<file path="config.mk">
export PLATFORM = sky130hd
export DESIGN_NAME = serial_add_ctrl
export DESIGN_NICKNAME = d
export VERILOG_FILES = /design/src/rtl/serial_add_ctrl.sv
export SDC_FILE = /design/constraint.sdc
export NUM_CORES = 1
export LEC_CHECK = 0
export ABC_AREA = 0
export CELL_PAD_IN_SITES_DETAIL_PLACEMENT = 1
export CELL_PAD_IN_SITES_GLOBAL_PLACEMENT = 1
export CORE_UTILIZATION = 44
export CTS_CLUSTER_SIZE = 14
export DETAILED_ROUTE_END_ITERATION = 10
export GPL_ROUTABILITY_DRIVEN = 0
export PLACE_DENSITY = 0.91
export SLEW_MARGIN = 20
export SYNTH_ARGS = -nofsm -noshare
export SYNTH_HDL_FRONTEND = slang
export SYNTH_SLANG_ARGS = --single-unit
</file>
<file path="constraint.sdc">
create_clock -name clk -period 3.5 [get_ports clk]
set_input_delay 0.525 -clock clk [delete_from_list [all_inputs] [get_ports clk]]
set_output_delay 0.525 -clock clk [all_outputs]
set_load 0.005 [all_outputs]
</file>
<file path="src/rtl/serial_add_ctrl.sv">
// serial_add_ctrl: bit-serial adder controller built around a single full adder.
// Adds op_a + op_b + cin one bit per clock, LSB first, then pulses done.
// Ports:
//   clk, rst        - clock, asynchronous active-high reset
//   start           - begin an addition (only sampled in IDLE)
//   op_a, op_b, cin - operands and carry-in, captured on the accept edge
//   busy            - high while the adder is stepping through bits
//   done            - one-cycle pulse when result/cout/ovf are updated
//   result          - WIDTH-bit sum of the last completed addition
//   cout, ovf       - carry-out and two's-complement overflow of that addition

// Single-bit full adder; the only arithmetic element of the datapath.
module serial_add_fa (
    input  logic a,
    input  logic b,
    input  logic ci,
    output logic s,
    output logic co
);
    assign s  = a ^ b ^ ci;
    assign co = (a & b) | (a & ci) | (b & ci);
endmodule

module serial_add_ctrl #(
    parameter int unsigned WIDTH = 8
) (
    input  logic             clk,
    input  logic             rst,
    input  logic             start,
    input  logic [WIDTH-1:0] op_a,
    input  logic [WIDTH-1:0] op_b,
    input  logic             cin,
    output logic             busy,
    output logic             done,
    output logic [WIDTH-1:0] result,
    output logic             cout,
    output logic             ovf
);
    localparam int unsigned CW = (WIDTH > 1) ? $clog2(WIDTH) : 1;

    typedef enum logic [1:0] {
        IDLE = 2'd0,
        RUN  = 2'd1,
        DONE = 2'd2
    } state_t;

    state_t           state_q, state_d;
    logic [WIDTH-1:0] a_q, a_d;
    logic [WIDTH-1:0] b_q, b_d;
    logic [WIDTH-1:0] sum_q, sum_d;
    logic [WIDTH-1:0] result_q, result_d;
    logic [CW-1:0]    cnt_q, cnt_d;
    logic             carry_q, carry_d;
    logic             cout_q, cout_d;
    logic             ovf_q, ovf_d;
    logic             busy_q, busy_d;
    logic             done_q, done_d;

    logic             fa_s;
    logic             fa_co;
    logic [WIDTH-1:0] sum_next;

    serial_add_fa u_fa (
        .a  (a_q[0]),
        .b  (b_q[0]),
        .ci (carry_q),
        .s  (fa_s),
        .co (fa_co)
    );

    // New sum bit enters at the MSB so after WIDTH shifts bit 0 is the LSB.
    assign sum_next = {fa_s, sum_q[WIDTH-1:1]};

    // Next-state and datapath update.
    always_comb begin
        state_d  = state_q;
        a_d      = a_q;
        b_d      = b_q;
        sum_d    = sum_q;
        result_d = result_q;
        cnt_d    = cnt_q;
        carry_d  = carry_q;
        cout_d   = cout_q;
        ovf_d    = ovf_q;

        unique case (state_q)
            IDLE: begin
                if (start) begin
                    a_d     = op_a;
                    b_d     = op_b;
                    carry_d = cin;
                    sum_d   = '0;
                    cnt_d   = '0;
                    state_d = RUN;
                end
            end
            RUN: begin
                sum_d   = sum_next;
                carry_d = fa_co;
                a_d     = a_q >> 1;
                b_d     = b_q >> 1;
                cnt_d   = cnt_q + CW'(1);
                if (cnt_q == CW'(WIDTH - 1)) begin
                    // carry_q is the carry into the MSB here, fa_co the carry out.
                    result_d = sum_next;
                    cout_d   = fa_co;
                    ovf_d    = carry_q ^ fa_co;
                    state_d  = DONE;
                end
            end
            DONE: begin
                state_d = IDLE;
            end
            default: begin
                state_d = IDLE;
            end
        endcase

        busy_d = (state_d == RUN);
        done_d = (state_d == DONE);
    end

    // State and output registers.
    always_ff @(posedge clk or posedge rst) begin
        if (rst) begin
            state_q  <= IDLE;
            a_q      <= '0;
            b_q      <= '0;
            sum_q    <= '0;
            result_q <= '0;
            cnt_q    <= '0;
            carry_q  <= 1'b0;
            cout_q   <= 1'b0;
            ovf_q    <= 1'b0;
            busy_q   <= 1'b0;
            done_q   <= 1'b0;
        end else begin
            state_q  <= state_d;
            a_q      <= a_d;
            b_q      <= b_d;
            sum_q    <= sum_d;
            result_q <= result_d;
            cnt_q    <= cnt_d;
            carry_q  <= carry_d;
            cout_q   <= cout_d;
            ovf_q    <= ovf_d;
            busy_q   <= busy_d;
            done_q   <= done_d;
        end
    end

    assign busy   = busy_q;
    assign done   = done_q;
    assign result = result_q;
    assign cout   = cout_q;
    assign ovf    = ovf_q;

endmodule

</file>
* Word-level counts from Yosys, hierarchy flattened
Cells that the tools add are included.
Cells by class: reduce and logical (&&, ||, !) cells 4, add/subtract/negate cells 1, equal/unequal tests 5, multiplexer cells 13, bitwise gates (word level) 8
Operator list (number):
- $pmux W8 S2 | 3
- $mux W8 | 3
- $pmux W3 S2 | 1
- $eq A2 B1 Y1 const B | 2
- $mux W2 | 2
- $pmux W2 S2 | 1
- $reduce_and A2 Y1 | 2
- $add A3 B1 Y3 const B | 1
- $and A1 B1 Y1 | 3
- $eq A3 B3 Y1 const B | 1
- $mux W3 | 1
- $xor A1 B1 Y1 | 3
- $eq A2 B2 Y1 const B | 1
- $logic_not A2 Y1 | 1
- $ne A2 B2 Y1 const B | 1
- $or A1 B1 Y1 | 2
- $pmux W1 S2 | 1
- $reduce_bool A2 Y1 | 1
- $mux W1 | 1
Word-level totals: word-level logic and storage cells 42, register bits 42, input bits 20, output and inout port bits 12

* Longest topological paths before layout
word-level depth 4, depth in mapped cells 5, depth with buffers taken out 4

* Cells and area by module
From an unflattened synthesis, not the netlist that was laid out.
Second synthesis, totals: cells, all modules 147, area total of the unflattened synthesis 1790.5 um^2
By module, submodules not included:
- serial_add_ctrl | area each 1770.4 um^2, cells each 146, times used 1, seq. area each 1026.0 um^2
- serial_add_fa | area each 20.0 um^2, cells each 1, times used 1, seq. area each 0.0 um^2

* Least setup slack after synthesis
Ideal clock, no wire load.
kind flip-flop to flip-flop, start point register cnt_q[0], end point register ovf_q (netlist: ovf), setup time 125 ps, setup slack 2008 ps, cell stages (with the launch flop) 6, arrival time 1367 ps, cell sequence dfrtp_1 ha_1 ha_1 nand3b_1 buf_4 mux2_2
On the way: word-level cells in the longest chain between the ends 2
RTL lines:
- from (decl) | line 52 | logic [CW-1:0] cnt_q, cnt_d;
- from (signal assigned) | line 143 | cnt_q <= cnt_d;
- $eq A3 B3 Y1 | line 103 | if (cnt_q == CW'(WIDTH - 1)) begin
- $reduce_and A2 Y1 (no source line)
- to (signal assigned) | line 146 | ovf_q <= ovf_d;
- to (decl) | line 55 | logic ovf_q, ovf_d;
Every way passes these cells. A chain may end at the register's enable or synchronous reset.

* Worst setup path in the final report
start point input port start, end point register a_q[5]
On the way: word-level cells in the longest chain between the ends 2
RTL lines:
- from (decl) | line 29 | input logic start,
- $ne A2 B2 Y1 (no source line)
- $reduce_and A2 Y1 (no source line)
- to (signal assigned) | line 127 | a_q <= '0;
- to (signal assigned) | line 139 | a_q <= a_d;
- to (decl) | line 48 | logic [WIDTH-1:0] a_q, a_d;
Every way passes these cells.

==> flow_metrics.tcl <==
set metrics [dict create \
    finalHoldViolCount 0 \
    hold_start "sum_q[1]$_DFFE_PP0P_" \
    die_h_um 66.3 \
    wl_um 3930 \
    rows 23 \
    clk_pin_slew_worst_paths_ps 70 \
    hpwl_um 2690 \
    synth_top_family_by_area "compound AO/OA/AOI/OAI gates" \
    dpl_cell_area_sq_um 2140 \
    worstMarginPinSlew_ps 1120 \
    grt_max_degree 31 \
    wire_per_inst_um 17.5 \
    synth_commonest_cells "41 x dfrtp_1, 20 x inv_1, 11 x a22o_1, 11 x nor3b_1" \
    synthCells 146 \
    reg2reg_setup_slack_ps 1480 \
    post_cts_buffers 0 \
    cts_tree "built" \
    multiInputGateArea_sq_um 647 \
    setup_viol 0 \
    syn_area_sq_um 1820 \
    dieArea_sq_um 4400 \
    fin_crit_ps 2190 \
    min_to "sum_q[1]$_DFFE_PP0P_" \
    cap_violations 0 \
    syn_avg_cell_area_sq_um 12.5 \
    synth_simple_gate_area_share_pct 12.0 \
    critPathMaxFanout 27 \
    rr_endpoint "a_q[5]$_DFFE_PP0P_" \
    ys.flop_type "dfrtp_1" \
    power.density_nw_per_um2 817 \
    nNetsFinal 198 \
    drive_gt1_share_pct 12.6 \
    grt.overflow.total 0 \
    synthXorXnorAreaFrac_pct 0.481 \
    irDropWorstVdd_uv 355 \
    startpoint "start" \
    vias_per_cell 5.58 \
    dr.pass1.iters 5 \
    status "complete, no violations" \
    fin_skew_ps 6.70 \
    slew_headroom_pct 25.3 \
    p_leak_uw 0.00102 \
    required_ps 3590 \
    antenna_found_initial 0 \
    synth.distinct_cells 22 \
    setup-tns-final_ps 0 \
    synth_seq_cells 41 \
    synth_warnings 0 \
    slew_viol_final 0 \
    synthToLayoutAreaGrowth_pct 22.1 \
    cts_made_buffers 5 \
    rsz0062_at_grt "false" \
    r2r_cells 2 \
    synthAdderAreaFrac_pct 2.48 \
    async_reset_ff_share_pct 100 \
    synth-edff-count 0 \
    path_class "primary input to flop" \
    fill_cells 413 \
    cts_buffer_depth 2 \
    cp-end-kind "flop" \
    grt_pass1_wl_um 6670 \
    io_pins 32 \
    htreeDepth 2 \
    ant_nets 0 \
    r2r_start "state_q[0]$_DFF_PP0_" \
    clock_latency_ps 290 \
    drt_iter0_markers 102 \
    yosys-mux-area-fraction_pct 6.74 \
    hold_path_class "flop to flop" \
    synth_top_area_share_pct 56.4 \
    min_path_cells 1 \
    design_area_sq_um 2220 \
    die_x_um 66.3 \
    core_area_sq_um 3970 \
    crit_arrival_ps 2280 \
    fmax_ghz 0.458 \
    yosysMostFrequentCell "dfrtp_1" \
    cts_resized 0 \
    vias 1256 \
    start_util_pct 45.8 \
    cts_root_buf "clkbuf_8" \
    synth-seq-area-share_pct 56.4 \
    antenna_cells 0 \
    drc_errors 0 \
    area.sequential_sq_um 1030 \
    start_kind "primary input" \
    clock_sinks 41 \
    numPortBuffers 31 \
    syn_nets 169 \
    synth-compound-area-share_pct 13.9 \
    fin_crit_sh_pct 62.4 \
    yosys-top-cells-area "dfrtp_1 56%, mux2_2 6.2%, a22o_1 5.3%" \
    track_usage_pct 21.0 \
    cts_hold_buf 0 \
    grt_pass1_vias 1399 \
    post-synth-top-area-cell "dfrtp_1" \
    utilization_pct 56.0 \
]
-- area by class of cell --
| class | instances | share of cell area [%] |
|---|---|---|
| sequential | 41 | 46.2 |
| timing repair buffer | 33 | 14.6 |
| tap | 50 | 2.82 |
| multi-input combinational | 74 | 29.1 |
| clock buffer | 7 | 3.89 |
| inverter | 20 | 3.38 |
-- power by group --
| group | internal [uW] | switching (uW) |
|---|---|---|
| clock network | 156 | 151 |
| logic | 380 | 309 |
| registers | 680 | 140 |
| total | 1220 | 600 |
-- worst max-delay path: stages --
cell	delay, ps
clkdlybuf4s50_1	580
o21bai_2	960
a222oi_1	210
-- how the worst max path moves through the flow --
| stage | endpoint | slack (ps) | depth (start not counted) |
|---|---|---|---|
| CTS | a_q[5]$_DFFE_PP0P_ | 1320 | 3 |
| floorplan | ovf$_DFFE_PP0P_ | 2010 | 5 |
| global route | a_q[4]$_DFFE_PP0P_ | 1190 | 3 |
| detailed placement | a_q[5]$_DFFE_PP0P_ | 1020 | 3 |
| global placement | cnt_q[0]$_DFFE_PP0P_ | 1190 | 3 |
| finish | a_q[5]$_DFFE_PP0P_ | 1310 | 3 |
-- per-layer routing --
layer | vias up | wire length [um] | track usage, %
met5 | - | 0 | 0
li1 | 575 | - | -
met1 | 636 | 1660 | 24.7
met4 | 0 | 114 | 10.4
met3 | 11 | 179 | 5.52
met2 | 34 | 1970 | 35.2
-- per-stage QoR --
step,setup WS (ps),std cells,power [uW],hold slack [ps]
floorplan,2010,146,1280,462
global placement,1190,218,1460,489
detailed placement,1020,218,1520,496
CTS,1320,225,1840,513
global route,1190,225,1960,537
finish,1310,225,1820,508
-- logic make-up (layout without fill, tap and decap cells) --
logic type,Yosys count,after routing
DFF,41,41
buffers and inverters,31,60
and+or+nand+nor,30,30
AOI/OAI and AO/OA,29,29
muxes,11,11
adders and majority gates,3,3
xor gates and xnor gates,1,1
-- sequential cells by signal (all words and copies together), names as in the netlist --
register,count
sum_q,7
ovf,1
busy,1
result,8
b_q,8
a_q,8
cnt_q,3
cout,1
state_q,2
carry_q,1
done,1
-- cells in the final DEF (no fill, tap or decap), drive strengths merged, types with 7 or more instances in the layout --
master and count:
dfrtp 41, nor4b 10, mux2 10, nor3b 11, a22o 11, inv 20, clkdlybuf4s50 31, clkbuf 7
a211oi 10
Power figures use the tool's default switching activity.
